$ cat config.mk
export PLATFORM = sky130hd
export DESIGN_NAME = wb_arbiter_2m
export DESIGN_NICKNAME = d
export VERILOG_FILES = /design/src/rtl/wb_arbiter_2m_pkg.sv /design/src/rtl/wb_arbiter_2m_watchdog.sv /design/src/rtl/wb_arbiter_2m.sv
export SDC_FILE = /design/constraint.sdc
export NUM_CORES = 1
export LEC_CHECK = 0
export ABC_AREA = 1
export CAP_MARGIN = 20
export CORE_AREA = 5 5 120 122
export CTS_BUF_LIST = sky130_fd_sc_hd__clkbuf_16
export CTS_CLUSTER_DIAMETER = 30
export DETAILED_ROUTE_END_ITERATION = 6
export DIE_AREA = 0 0 125 127
export PLACE_DENSITY = 0.67
export SYNTH_ARGS = -nofsm -noshare
export SYNTH_HDL_FRONTEND = slang
export SYNTH_SLANG_ARGS = --single-unit
$ cat constraint.sdc
create_clock -name wb_clk_i -period 2.2 [get_ports wb_clk_i]
set_clock_uncertainty 0.2 [all_clocks]
set_input_delay 0.44 -clock wb_clk_i [delete_from_list [all_inputs] [get_ports wb_clk_i]]
set_output_delay 0.44 -clock wb_clk_i [all_outputs]
set_load 0.03 [all_outputs]
$ cat src/rtl/wb_arbiter_2m_pkg.sv
// Shared definitions for the two-master Wishbone arbiter.
// The state encodings double as the one-hot grant vector.
package wb_arbiter_2m_pkg;

    localparam int unsigned DefAdrW    = 32;
    localparam int unsigned DefDatW    = 32;
    localparam int unsigned DefSelW    = 2;
    localparam int unsigned DefTimeout = 16;

    typedef enum logic [1:0] {
        StIdle = 2'b00,
        StOwn0 = 2'b01,
        StOwn1 = 2'b10
    } state_e;

    // Round-robin pick: on a tie the master that did not own the bus last wins.
    function automatic state_e pick_owner(input logic req0, input logic req1,
                                          input logic last_gnt);
        state_e owner;
        owner = StIdle;
        if (req0 && req1) begin
            owner = last_gnt ? StOwn0 : StOwn1;
        end else if (req0) begin
            owner = StOwn0;
        end else if (req1) begin
            owner = StOwn1;
        end
        return owner;
    endfunction

endpackage

$ cat src/rtl/wb_arbiter_2m_watchdog.sv
// Per-transfer watchdog: pulses expire when a strobed transfer waits
// TIMEOUT cycles without an ack. Clears on ack, expire, idle strobe or clr.
module wb_arbiter_2m_watchdog
    import wb_arbiter_2m_pkg::*;
#(
    parameter int unsigned TIMEOUT = DefTimeout
) (
    input  logic clk,
    input  logic rst,
    input  logic clr,
    input  logic busy,
    input  logic ack,
    output logic expire
);

    localparam int unsigned CntW = $clog2(TIMEOUT);
    localparam logic [CntW-1:0] TermCnt = CntW'(TIMEOUT - 1);

    logic [CntW-1:0] cnt_q;
    logic [CntW-1:0] cnt_d;

    // Ack in the terminal cycle wins over the timeout.
    assign expire = busy & ~ack & (cnt_q == TermCnt);

    always_comb begin
        cnt_d = cnt_q + CntW'(1);
        if (clr || !busy || ack || expire) begin
            cnt_d = '0;
        end
    end

    always_ff @(posedge clk) begin
        if (rst) begin
            cnt_q <= '0;
        end else begin
            cnt_q <= cnt_d;
        end
    end

endmodule

$ cat src/rtl/wb_arbiter_2m.sv
// Two-master, one-slave classic Wishbone arbiter with round-robin grant
// locked for the whole bus cycle and a per-transfer ack watchdog.
module wb_arbiter_2m
    import wb_arbiter_2m_pkg::*;
#(
    parameter int unsigned ADR_W   = DefAdrW,
    parameter int unsigned DAT_W   = DefDatW,
    parameter int unsigned SEL_W   = DefSelW,
    parameter int unsigned TIMEOUT = DefTimeout
) (
    input  logic             wb_clk_i,
    input  logic             wb_rst_i,

    input  logic [ADR_W-1:0] m0_adr_i,
    input  logic [DAT_W-1:0] m0_dat_i,
    input  logic             m0_we_i,
    input  logic             m0_tga_i,
    input  logic [SEL_W-1:0] m0_sel_i,
    input  logic             m0_stb_i,
    input  logic             m0_cyc_i,
    output logic [DAT_W-1:0] m0_dat_o,
    output logic             m0_ack_o,
    output logic             m0_err_o,

    input  logic [ADR_W-1:0] m1_adr_i,
    input  logic [DAT_W-1:0] m1_dat_i,
    input  logic             m1_we_i,
    input  logic             m1_tga_i,
    input  logic [SEL_W-1:0] m1_sel_i,
    input  logic             m1_stb_i,
    input  logic             m1_cyc_i,
    output logic [DAT_W-1:0] m1_dat_o,
    output logic             m1_ack_o,
    output logic             m1_err_o,

    output logic [ADR_W-1:0] s_adr_o,
    output logic [DAT_W-1:0] s_dat_o,
    output logic             s_we_o,
    output logic             s_tga_o,
    output logic [SEL_W-1:0] s_sel_o,
    output logic             s_stb_o,
    output logic             s_cyc_o,
    input  logic [DAT_W-1:0] s_dat_i,
    input  logic             s_ack_i,

    output logic [1:0]       gnt_o
);

    state_e state_q;
    state_e state_d;
    logic   last_gnt_q;
    logic   last_gnt_d;

    logic own0;
    logic own1;
    logic busy;
    logic expire;

    assign own0 = (state_q == StOwn0);
    assign own1 = (state_q == StOwn1);

    always_comb begin
        state_d    = state_q;
        last_gnt_d = last_gnt_q;
        case (state_q)
            StIdle: begin
                state_d = pick_owner(m0_cyc_i, m1_cyc_i, last_gnt_q);
            end
            StOwn0: begin
                last_gnt_d = 1'b0;
                if (!m0_cyc_i) begin
                    state_d = pick_owner(1'b0, m1_cyc_i, last_gnt_q);
                end
            end
            StOwn1: begin
                last_gnt_d = 1'b1;
                if (!m1_cyc_i) begin
                    state_d = pick_owner(m0_cyc_i, 1'b0, last_gnt_q);
                end
            end
            default: begin
                state_d = StIdle;
            end
        endcase
    end

    always_ff @(posedge wb_clk_i) begin
        if (wb_rst_i) begin
            state_q    <= StIdle;
            last_gnt_q <= 1'b1;
        end else begin
            state_q    <= state_d;
            last_gnt_q <= last_gnt_d;
        end
    end

    assign busy = (own0 & m0_stb_i & m0_cyc_i) | (own1 & m1_stb_i & m1_cyc_i);

    wb_arbiter_2m_watchdog #(
        .TIMEOUT (TIMEOUT)
    ) u_watchdog (
        .clk    (wb_clk_i),
        .rst    (wb_rst_i),
        .clr    (state_d != state_q),
        .busy   (busy),
        .ack    (s_ack_i),
        .expire (expire)
    );

    // Slave side is driven only by the current owner; idle drives all zeros.
    always_comb begin
        s_adr_o = '0;
        s_dat_o = '0;
        s_we_o  = 1'b0;
        s_tga_o = 1'b0;
        s_sel_o = '0;
        s_stb_o = 1'b0;
        s_cyc_o = 1'b0;
        case (state_q)
            StOwn0: begin
                s_adr_o = m0_adr_i;
                s_dat_o = m0_dat_i;
                s_we_o  = m0_we_i;
                s_tga_o = m0_tga_i;
                s_sel_o = m0_sel_i;
                s_stb_o = m0_stb_i & ~expire;
                s_cyc_o = m0_cyc_i;
            end
            StOwn1: begin
                s_adr_o = m1_adr_i;
                s_dat_o = m1_dat_i;
                s_we_o  = m1_we_i;
                s_tga_o = m1_tga_i;
                s_sel_o = m1_sel_i;
                s_stb_o = m1_stb_i & ~expire;
                s_cyc_o = m1_cyc_i;
            end
            default: begin
            end
        endcase
    end

    // A transfer caught by reset is aborted silently.
    assign m0_ack_o = s_ack_i & own0 & m0_cyc_i & m0_stb_i & ~wb_rst_i;
    assign m1_ack_o = s_ack_i & own1 & m1_cyc_i & m1_stb_i & ~wb_rst_i;
    assign m0_err_o = expire & own0 & ~wb_rst_i;
    assign m1_err_o = expire & own1 & ~wb_rst_i;

    assign m0_dat_o = s_dat_i;
    assign m1_dat_o = s_dat_i;

    assign gnt_o = state_q;

endmodule

# After elaboration in Yosys (flattened, before gate mapping)
# Cells that the tools add are included.
[classes]
addsub = 1
n_eq_ne = 4
muxes = 16
bitwise_logic = 24
reduce_logical = 8
[op_table]
columns = ["op", "count"]
rows = [
  ["$pmux 32 s2", 2],
  ["$and 1x1->1", 20],
  ["$mux 2", 6],
  ["$pmux 1 s2", 5],
  ["$pmux 2 s3", 1],
  ["$add 4x1->4 const B", 1],
  ["$eq 4x4->1 const B", 1],
  ["$pmux 2 s2", 1],
  ["$logic_or 1x1->1", 3],
  ["$not 1->1", 3],
  ["$eq 2x1->1 const B", 1],
  ["$eq 2x2->1 const B", 1],
  ["$logic_not 2->1", 1],
  ["$ne 2x2->1", 1],
  ["$reduce_bool 2->1", 1],
  ["$reduce_or 2->1", 1],
  ["$logic_and 1x1->1", 1],
  ["$logic_not 1->1", 1],
  ["$mux 1", 1],
  ["$or 1x1->1", 1],
]
[word_totals]
regBits = 7
wordCells = 56

# Longest topological paths before layout
[depth]
depth_word = 9
depth_mapped = 11
depth_no_buf = 10

# Cells and area by module
# From an unflattened synthesis, not the netlist that was laid out.
[hier_totals]
cells_unflattened = 375
area_unflattened_um2 = 2014.4
[by_module_without_submodules]
columns = ["mod", "n_inst", "cells_each", "area_per_inst_um2", "seq_area_each_um2"]
rows = [
  ["wb_arbiter_2m", 1, 347, 1790.5, 60.1],
  ["wb_arbiter_2m_watchdog", 1, 28, 224.0, 80.1],
]

# Worst setup path after synthesis
# Ideal clock, no wire load.
[synth_path]
path_type = "reg2out"
from = "register state_q[1], in the netlist gnt_o[1]"
to = "output port m1_err_o"
t_arrival_ps = 1862
slack_ps = -302
path_stages_with_launch = 6
n_path_buf = 2
cell_sequence = "dfxtp_1 ha_1 buf_4 buf_2 inv_1 nor3_1"
[synth_via]
elab_chain_cells = 8
elab_cells_between_ends = 11
cone_classes = "2 x eq/ne; 9 x bitwise"
[synth_rtl]
columns = ["element", "line_no", "source"]
rows = [
  ["start: declaration", "wb_arbiter_2m.sv:49", "state_e state_q;"],
  ["start signal: assignment", "wb_arbiter_2m.sv:89", "state_q <= StIdle;"],
  ["start signal: assignment", "wb_arbiter_2m.sv:92", "state_q <= state_d;"],
  ["$eq 2x1->1 / $eq 2x2->1 (equally long branches)", "wb_arbiter_2m.sv:59, wb_arbiter_2m.sv:60", ""],
  ["$and 1x1->1 (2 in series)", "wb_arbiter_2m.sv:97", "assign busy = (own0 & m0_stb_i & m0_cyc_i) | (own1 & m1_stb_i & m1_cyc_i);"],
  ["$or 1x1->1", "wb_arbiter_2m.sv:97", ""],
  ["$and 1x1->1 (2 in series)", "wb_arbiter_2m_watchdog.sv:23", "assign expire = busy & ~ack & (cnt_q == TermCnt);"],
  ["$and 1x1->1 (*) (2 in series)", "wb_arbiter_2m.sv:147", "assign m1_err_o = expire & own1 & ~wb_rst_i;"],
  ["end: declaration", "wb_arbiter_2m.sv:34", "output logic m1_err_o,"],
]
# Mark *: on every way between the ends. The rest lies on a longest branch, timed or not.

# Worst setup path in the final report
[layout_path]
from = "register state_q[1], in the netlist gnt_o[1]"
to = "output port s_tga_o"
[layout_via]
elab_chain_cells = 2
elab_cells_between_ends = 3
cone_classes = "2 x eq/ne; 1 x mux"
[layout_rtl]
columns = ["element", "line_no", "source"]
rows = [
  ["$eq 2x2->1 / $eq 2x1->1 (equally long branches)", "wb_arbiter_2m.sv:119", "case (state_q)"],
  ["$pmux 1 s2 (*)", "wb_arbiter_2m.sv:119", ""],
  ["end: declaration", "wb_arbiter_2m.sv:39", "output logic s_tga_o,"],
]
# Marks and branches as above.

==> qor.yml <==
timing.final.crit_share_pct: 102
pwr_density_cell_nw_per_um2: 478
avgSynthCellArea_sq_um: 5.35
result_of_the_run: "finished, violations left"
global_route.usage.total_pct: 12.7
port_buffers: 218
antenna_left: 0
regToRegStartpoint: "gnt_o[0]"
synth_top_area_cell: "sky130_fd_sc_hd__nand2_1"
fp.dieArea_sq_um: 15900
min-delay-start: "u_watchdog.cnt_q[0]"
hold_path.class: "reg2reg"
netSwitchingFraction_pct: 45.5
post_route_cells_drive_above_1_share_pct: 44.1
violations: "setup timing"
area_delta_synth_final_pct: 173
clock_power_share_pct: 12.1
detailedPlacementHpwl_microns: 8480
root_buffer: "sky130_fd_sc_hd__clkbuf_16"
cts_inserted_buffers: 3
die_w_microns: 125
pin_count_of_the_biggest_net_entering_global_routing: 38
leakage_dissipation_nw: 1.92
antennaDiodeCount: 0
netSwitchingPower_mw: 1.16
grt_setup_unrepaired: "yes"
fmax_mhz: 444
vias: 3038
vdd_drop_max_mv: 0.241
tritoncts_clock_tree: "yes"
cell_internal_pwr_mw: 1.39
layout_setup_ws_ns: -0.0537
drv_slew: 0
timing.critical_path.from_type: "register"
detail_route.vias_per_cell: 4.24
yosys_register_bits: 7
detail_route.wl_per_cell_microns: 18.5
power_mw: 2.55
worst-endpoint-arrival_ns: 1.61
finalSetupViolations: 32
fp_rows: 42
nets: 721
die_height_microns: 127
synth_area_sq_um: 1950
antenna_found_initial: 0
routabilityCongestion: 0.849
criticalPathCategory: "reg2out"
timing.max_cap.violations: 0
synthCells: 365
mostFrequentLayoutCell: "sky130_fd_sc_hd__clkdlybuf4s50_1"
final_period_minus_worst_setup_slack_ns: 2.25
critPathCaptureType: "primary output"
route.detailed.drc: 0
cts.sinks: 7
drtIter0Drc: 135
first_global_vias: 2967
share_seq_of_total_power_pct: 5.9
yosys_warnings: 0
floorplan.core_area_sq_um: 13100
drt_pass1_iterations: 4
syn_nets: 545
clk_pin_slew_worst_paths_ns: 0.04
commonest_non_fill_non_tap_cells_in_the_layout: "140 x sky130_fd_sc_hd__clkdlybuf4s50_1, 126 x sky130_fd_sc_hd__nand2_1, 49 x sky130_fd_sc_hd__buf_6"
grt_pass1_wl_microns: 16500
max-slew-margin-rel_pct: 79.2
top_level_ports: 315
overflow: 0
share_comb_of_total_power_pct: 82.0
clock_path_buffers: 2
clk-insertion-delay-late_ns: 0.23
wirelength_routed_microns: 13200
synth_top_area_share_pct: 29.6
start_util_pct: 14.9
htreeDepth: 1
timing.final.hold_violations: 0
netlist-cell-type-count: 20
holdWs_ns: 0.290
crit_fanout: 6
synth.yosys.seq_area_share_pct: 7.17
worst-slew-pin-transition_ns: 0.312
critical_path_required_ns: 1.56
ranking_of_synthesized_cells_by_area: "sky130_fd_sc_hd__nand2_1 30%, sky130_fd_sc_hd__buf_4 25%, sky130_fd_sc_hd__a21oi_1 18%"
timing.critical_path.from: "gnt_o[1]"
cells in the mapped netlist (all sizes together):
cell,instances
nor3,8
a21oi,69
o211ai,2
buf,69
xnor2,1
clkbuf,18
nand3,11
dfxtp,7
and3,1
nor2,5
xor2,1
ha,5
nand3b,1
nand2,156
inv,11
cell families (layout without fill, tap and decap cells):
group | after synthesis | in the layout | share of synthesized area [%]
AND/OR/NAND/NOR | 182 | 182 | 38.6
adder cells (fa/ha/maj) | 5 | 5 | 3.20
XOR/XNOR | 2 | 2 | 0.897
AO/OA/AOI/OAI | 71 | 71 | 18.4
flip-flops | 7 | 7 | 7.17
buffers and inverters | 98 | 273 | 31.7
stage by stage:
step	util (%)	cell area, sq um	setup WS, ns	std cells	setup TNS, ns
floorplan	-	2240	0.0352	365	0
global placement	32.5	4260	-0.0544	689	-0.0591
detailed placement	32.5	4260	-0.0599	689	-0.0871
CTS	35.0	4580	-0.00507	698	-0.0106
global route	40.8	5340	-0.113	716	-3.53
finish	40.8	5340	-0.0537	716	-0.502
registers in the layout, summed over array words and instances (netlist names):
register          cells
gnt_o                 2
u_watchdog.cnt_q      4
last_gnt_q            1
worst max-delay path, cell delays in order (launching register included):
cell,delay (ns)
sky130_fd_sc_hd__dfxtp_4,0.39
sky130_fd_sc_hd__inv_6,0.05
sky130_fd_sc_hd__ha_4,0.28
sky130_fd_sc_hd__inv_8,0.06
sky130_fd_sc_hd__buf_12,0.14
sky130_fd_sc_hd__buf_12,0.14
sky130_fd_sc_hd__a21oi_4,0.14
sky130_fd_sc_hd__buf_6,0.15
worst paths after layout:
kind                              end  slack [ns]  cells past startpoint
hold reg to reg   u_watchdog.cnt_q[0]        0.29                      1
setup / recovery              s_tga_o       -0.05                      7
setup reg to reg  u_watchdog.cnt_q[3]        0.20                     12
hold / removal    u_watchdog.cnt_q[0]        0.29                      1
metal layers:
| layer | wire length (microns) | up-vias | global-route usage (%) |
|---|---|---|---|
| li1 | - | 1450 | - |
| met3 | 1090 | 31 | 3.88 |
| met4 | 329 | 0 | 3.57 |
| met1 | 5240 | 1394 | 15.6 |
| met2 | 6590 | 163 | 21.7 |
| met5 | 0 | - | 0 |
power by group through the flow:
| stage | Combinational (mW) | Sequential (mW) | Clock (mW) |
|---|---|---|---|
| final | 2.09 | 0.152 | 0.308 |
| after global routing | 2.20 | 0.153 | 0.318 |
| after CTS | 1.69 | 0.149 | 0.311 |
| after detailed placement | 1.47 | 0.147 | 0 |
| after global placement | 1.45 | 0.147 | 0 |
| after floorplan | 0.962 | 0.160 | 0 |
what timing repair did:
action / 4_1_cts / 5_1_grt
setup buffers: 2 / 9
gates cloned: 3 / 10
gates resized for setup: 27 / 109
pin swaps: 4 / 17
hold buffers: 0 / 0
endpoints found under the setup margin: 65 / 67
cell type report:
| cell class | instances | area, sq um |
|---|---|---|
| multi-input cells | 260 | 1810 |
| well taps | 176 | 220 |
| inverters | 11 | 56.3 |
| clock buffers | 3 | 75.1 |
| flip-flops and latches | 7 | 148 |
| fillers | 1302 | 7750 |
| clock inverters | 1 | 3.75 |
| repair buffers | 258 | 3030 |
(Power assumes the default switching activity.)
